**config.mk**
```make
export PLATFORM = sky130hd
export DESIGN_NAME = bram_dma
export DESIGN_NICKNAME = d
export VERILOG_FILES = /design/src/rtl/bram_dma.sv
export SDC_FILE = /design/constraint.sdc
export NUM_CORES = 1
export LEC_CHECK = 0
export CORE_MARGIN = 4
export CORE_UTILIZATION = 45
export CTS_BUF_LIST = sky130_fd_sc_hd__clkbuf_2 sky130_fd_sc_hd__clkbuf_4 sky130_fd_sc_hd__clkbuf_8
export CTS_CLUSTER_DIAMETER = 60
export DETAILED_ROUTE_END_ITERATION = 8
export MAX_ROUTING_LAYER = met4
export PLACE_DENSITY = 0.84
export REMOVE_ABC_BUFFERS = 1
export SLEW_MARGIN = 40
export SYNTH_ARGS = -nofsm -noshare
export SYNTH_HDL_FRONTEND = slang
export SYNTH_SLANG_ARGS = --single-unit
```
**constraint.sdc**
```tcl
create_clock -name clk -period 1.9 [get_ports clk]
set_clock_uncertainty 0.05 [all_clocks]
set_input_delay 0.19 -clock clk [delete_from_list [all_inputs] [get_ports clk]]
set_output_delay 0.19 -clock clk [all_outputs]
set_load 0.01 [all_outputs]
```
**src/rtl/bram_dma.sv**
```systemverilog
// Block fill / ascending block copy engine driving one single-port BRAM word interface.
// Outputs decode directly from the state register, so an asynchronous reset silences the port at once.
module bram_dma #(
    parameter int DP = 512,
    parameter int DW = 32,
    parameter int MW = DW/8,
    parameter int AW = $clog2(DP)
) (
    input  logic          clk,
    input  logic          rst_n,
    input  logic          start,
    input  logic          mode,
    input  logic [AW-1:0] src,
    input  logic [AW-1:0] dst,
    input  logic [AW:0]   len,
    input  logic [DW-1:0] fill_data,
    input  logic          abort,
    output logic          busy,
    output logic          done,
    output logic          aborted,
    output logic [AW-1:0] mem_addr,
    output logic [DW-1:0] mem_wdata,
    output logic [MW-1:0] mem_sel,
    output logic          mem_we,
    input  logic [DW-1:0] mem_rdata,
    input  logic          mem_rvalid
);

    typedef enum logic [1:0] {IDLE, RD, WR, DONE} state_t;

    state_t        state_q, state_d;
    logic [AW-1:0] src_q, src_d;
    logic [AW-1:0] dst_q, dst_d;
    logic [AW:0]   cnt_q, cnt_d;
    logic          mode_q, mode_d;
    logic [DW-1:0] fill_q, fill_d;
    logic [DW-1:0] data_q, data_d;
    logic          abt_q, abt_d;

    always_ff @(posedge clk or negedge rst_n) begin
        if (!rst_n) begin
            state_q <= IDLE;
            src_q   <= '0;
            dst_q   <= '0;
            cnt_q   <= '0;
            mode_q  <= 1'b0;
            fill_q  <= '0;
            data_q  <= '0;
            abt_q   <= 1'b0;
        end else begin
            state_q <= state_d;
            src_q   <= src_d;
            dst_q   <= dst_d;
            cnt_q   <= cnt_d;
            mode_q  <= mode_d;
            fill_q  <= fill_d;
            data_q  <= data_d;
            abt_q   <= abt_d;
        end
    end

    always_comb begin
        state_d   = state_q;
        src_d     = src_q;
        dst_d     = dst_q;
        cnt_d     = cnt_q;
        mode_d    = mode_q;
        fill_d    = fill_q;
        data_d    = data_q;
        abt_d     = abt_q;
        busy      = 1'b0;
        done      = 1'b0;
        aborted   = 1'b0;
        mem_addr  = '0;
        mem_wdata = '0;
        mem_sel   = '0;
        mem_we    = 1'b0;

        case (state_q)
            IDLE: begin
                if (start) begin
                    src_d  = src;
                    dst_d  = dst;
                    cnt_d  = len;
                    mode_d = mode;
                    fill_d = fill_data;
                    abt_d  = 1'b0;
                    if (len == '0)
                        state_d = DONE;
                    else if (mode)
                        state_d = WR;
                    else
                        state_d = RD;
                end
            end
            RD: begin
                busy     = 1'b1;
                mem_addr = src_q;
                if (abort) begin
                    abt_d   = 1'b1;
                    state_d = DONE;
                end else if (mem_rvalid) begin
                    data_d  = mem_rdata;
                    state_d = WR;
                end
            end
            WR: begin
                busy      = 1'b1;
                mem_addr  = dst_q;
                mem_wdata = mode_q ? fill_q : data_q;
                mem_sel   = '1;
                mem_we    = 1'b1;
                dst_d     = dst_q + AW'(1);
                if (!mode_q)
                    src_d = src_q + AW'(1);
                cnt_d     = cnt_q - (AW+1)'(1);
                // The write issued this cycle lands even when aborting.
                if (abort) begin
                    abt_d   = 1'b1;
                    state_d = DONE;
                end else if (cnt_q == (AW+1)'(1))
                    state_d = DONE;
                else
                    state_d = mode_q ? WR : RD;
            end
            DONE: begin
                done    = 1'b1;
                aborted = abt_q;
                state_d = IDLE;
            end
            default: state_d = IDLE;
        endcase
    end

endmodule

```
==> impl_metrics.yaml, run 1 <==
power:
  power.leakage_uw: 0.00316
  irDropWorstVdd_v: 0.000805
  power.density_nw_per_um2: 1620
  finalPower_uw: 11800
synth:
  synthAdderAreaFrac: 0.0220
  synth.area.top_cells: "dfrtp_1 47%, mux2_2 14%, mux2i_1 7.4%, nor2_1 3.2%, ha_1 2.2%"
  syn-instance-count: 479
  yosysSeqAreaShare: 0.470
  avgSynthCellArea_sq_um: 10.7
  synth_ff_type: "dfrtp_1"
  ys_seq_elements: 96
  yosysMostFrequentCell: "dfrtp_1"
  synth_xor_area_frac: 0
  synth_common_cells: "96 x dfrtp_1, 65 x mux2_2, 44 x nor2_1, 38 x mux2i_1, 21 x nand2_1"
  synth_edf_count: 0
  yosysWarnings: 0
  synthDistinctLibCells: 49
  synth_largest_area_cell: "dfrtp_1"
  synthMuxAreaShare: 0.217
  synth_top_area_share: 0.470
  synth_compound_area_frac: 0.120
  syn_area_sq_um: 5120
  ys_async_sr_fraction: 1.00
  synth_top_family_by_area: "multiplexers"
  synthSimpleGateAreaFrac: 0.131
cts:
  cts_tree: "done"
  clockBufferDepth: 2
  htreeDepth: 3
  clkSlewWorstSetupHoldPaths_ns: 0.09
  cts_inserted_buffers: 9
  insertion_delay_ns: 0.37
  cts_root_buffer: "clkbuf_8"
  clock_sinks: 96
setup_path:
  required_ns: 2.16
  cp_slowest_cell: "or4_4"
  critPathCaptureType: "register"
  slowest_delay_ns: 0.48
  worst_setup_path_start_kind: "register"
  criticalPathCategory: "reg -> reg"
  rrSetupSlack_ns: -0.03
  critPathTopFamily: "simple AND/OR/NAND/NOR gates"
  r2r_end: "dst_q[5]"
  rr_worst_depth: 8
  critical_path_buf_inv_count: 4
  cp_max_fo: 5
  cp_cell_sequence: "inv_2, ha_4, inv_6, buf_12, buf_6, o21a_1, or4_4, nand3_2"
  r2r_start: "state_q[0]"
  cp-startpoint: "state_q[0]"
  cp.arrival_ns: 2.19
timing:
  report.final.slew_viol_count: 0
  fin_crit_ns: 1.93
  tightest_slew_ns: 0.519
  hold_viol: 0
  setup_viol: 3
  setup_ws_ns: -0.0342
  fin_crit_sh: 1.02
  fmax_mhz: 517
  rsz0062_at_grt: "true"
  slew_headroom: 0.651
global_routing:
  grt_pass1_wl_microns: 22800
  grt_pass1_vias: 4640
  antenna_found_initial: 0
  gr-usage-all-layers: 0.228
  grt_max_degree: 52
  grt_overflow: 0
floorplanning:
  die_h_microns: 115
  num_rows: 38
  io_pins: 147
  start_util: 0.466
  die_area_sq_um: 13100
  core_sq_um: 11000
  die_x_microns: 115
route:
  vias: 4440
  drc: 0
  avgViaCountPerCell: 5.64
  antenna_left: 0
  drtPass1Iterations: 4
  wl_per_cell_microns: 18.7
  drt-total-wl_microns: 14700
  drt_iter0_markers: 324
placed_design:
  dpl.hpwl_microns: 10200
  port_buffers: 146
  place_ws_ns: -0.0567
  gp_congestion: 0.876
  place_inst: 764
run_status:
  violations: "negative setup slack"
  status: "complete, but fails checks"
finish:
  n_antenna_cell: 0
  fin_nets: 749
  drive_gt1_frac: 0.328
  area_growth_pct: 42.2
  final_cells: 787
hold_path:
  min_path_type: "in -> async"
run:
  drv_cap: 0
[routing by layer]
metal | up-vias | track usage | share of wire
li1 | 2070 | - | -
met1 | 2158 | 0.285 | 0.42
met2 | 185 | 0.357 | 0.48
met3 | 27 | 0.0603 | 0.081
met4 | 0 | 0.0800 | 0.023
met5 | - | - | 0
[worst max path at each step]
stage / to / slack [ns] / cells after the start
final: dst_q[5] / -0.03 / 8
after global placement: data_q[8] / -0.03 / 6
after floorplan: dst_q[5] / -2.11 / 6
after CTS: mem_wdata[16] / -0.07 / 4
after global routing: dst_q[5] / -0.09 / 8
after detailed placement: mem_addr[2] / -0.06 / 5
[registers in the layout, summed over array words and instances, names as in the netlist]
name	flops
data_q	32
fill_q	32
cnt_q	10
dst_q	9
src_q	9
state_q	2
abt_q	1
mode_q	1
[cells in the final DEF (no fill, tap or decap), drive strengths merged, types with 2 or more instances in the layout]
| cell | count |
|---|---|
| nand2 | 21 |
| and2 | 3 |
| nor3b | 3 |
| a2bb2oi | 3 |
| mux2i | 38 |
| o22ai | 14 |
| a21oi | 19 |
| nand4 | 6 |
| inv | 11 |
| and3 | 3 |
| o211ai | 2 |
| mux2 | 65 |
| o22a | 10 |
| clkinv | 3 |
| dlygate4sd2 | 7 |
| nand2b | 2 |
| buf | 77 |
| clkdlybuf4s50 | 96 |
| clkbuf | 14 |
| nor3 | 5 |
| nor2 | 45 |
| ha | 9 |
| nor2b | 14 |
| a22oi | 13 |
| nand3 | 17 |
| nor4 | 4 |
| or4 | 4 |
| o21a | 2 |
| o21ai | 21 |
| a211oi | 2 |
| dfrtp | 96 |
[worst register-to-register path: cells and delay by family, from the launching register on]
kind | cells | cell delay, ns
adders and majority gates | 1 | 0.24
buffers and inverters | 4 | 0.46
AOI/OAI and AO/OA | 1 | 0.17
DFF | 1 | 0.40
and+or+nand+nor | 2 | 0.55
[what timing repair did]
item / CTS / global route
endpoints found under the hold margin: 22 / 0
pin swaps: 1 / 3
hold buffers: 1 / 0
gates cloned: 0 / 3
setup endpoints to repair: 86 / 47
gates resized for setup: 138 / 104
buffers inserted: 1 / 2
[logic make-up after synthesis]
group	count (synthesis)
AOI/OAI and AO/OA	94
adders and majority gates	9
buffers and inverters	44
DFF	96
muxes	103
and+or+nand+nor	133
[power by group]
group,switching (uW),leakage [uW],internal (uW)
registers,908,0.00113,3080
logic,3070,0.00193,3380
clock network,743,0.000100,631
[final cells by class]
type	count	area, sq um
multi-input combinational	339	2710
clock buffer	10	131
sequential	96	2400
inverter	10	42.5
tap	140	175
timing repair buffer	186	1740
clock inverter	6	68.8
fill	849	3710
[metrics by stage]
step	TNS, ns	utilization	area, sq um	hold slack (ns)
after floorplan	-126.27	-	4950	-0.156
after global placement	-0.553	0.630	6920	0.0627
after detailed placement	-0.761	0.630	6920	0.0697
after CTS	-0.644	0.652	7160	0.198
after global routing	-2.41	0.662	7270	0.212
final	-0.0439	0.662	7270	0.209
(Power assumes the default switching activity.)
==> inputs of run 2 (changes only) <==
--- a/config.mk
+++ b/config.mk
@@ -10,6 +10,7 @@
 export CTS_BUF_LIST = sky130_fd_sc_hd__clkbuf_2 sky130_fd_sc_hd__clkbuf_4 sky130_fd_sc_hd__clkbuf_8
 export CTS_CLUSTER_DIAMETER = 60
 export DETAILED_ROUTE_END_ITERATION = 8
+export GPL_ROUTABILITY_DRIVEN = 0
 export MAX_ROUTING_LAYER = met4
 export PLACE_DENSITY = 0.84
 export REMOVE_ABC_BUFFERS = 1
==> results of run 2 <==
The final DEF is identical to that of run 1; final timing and power are the same.
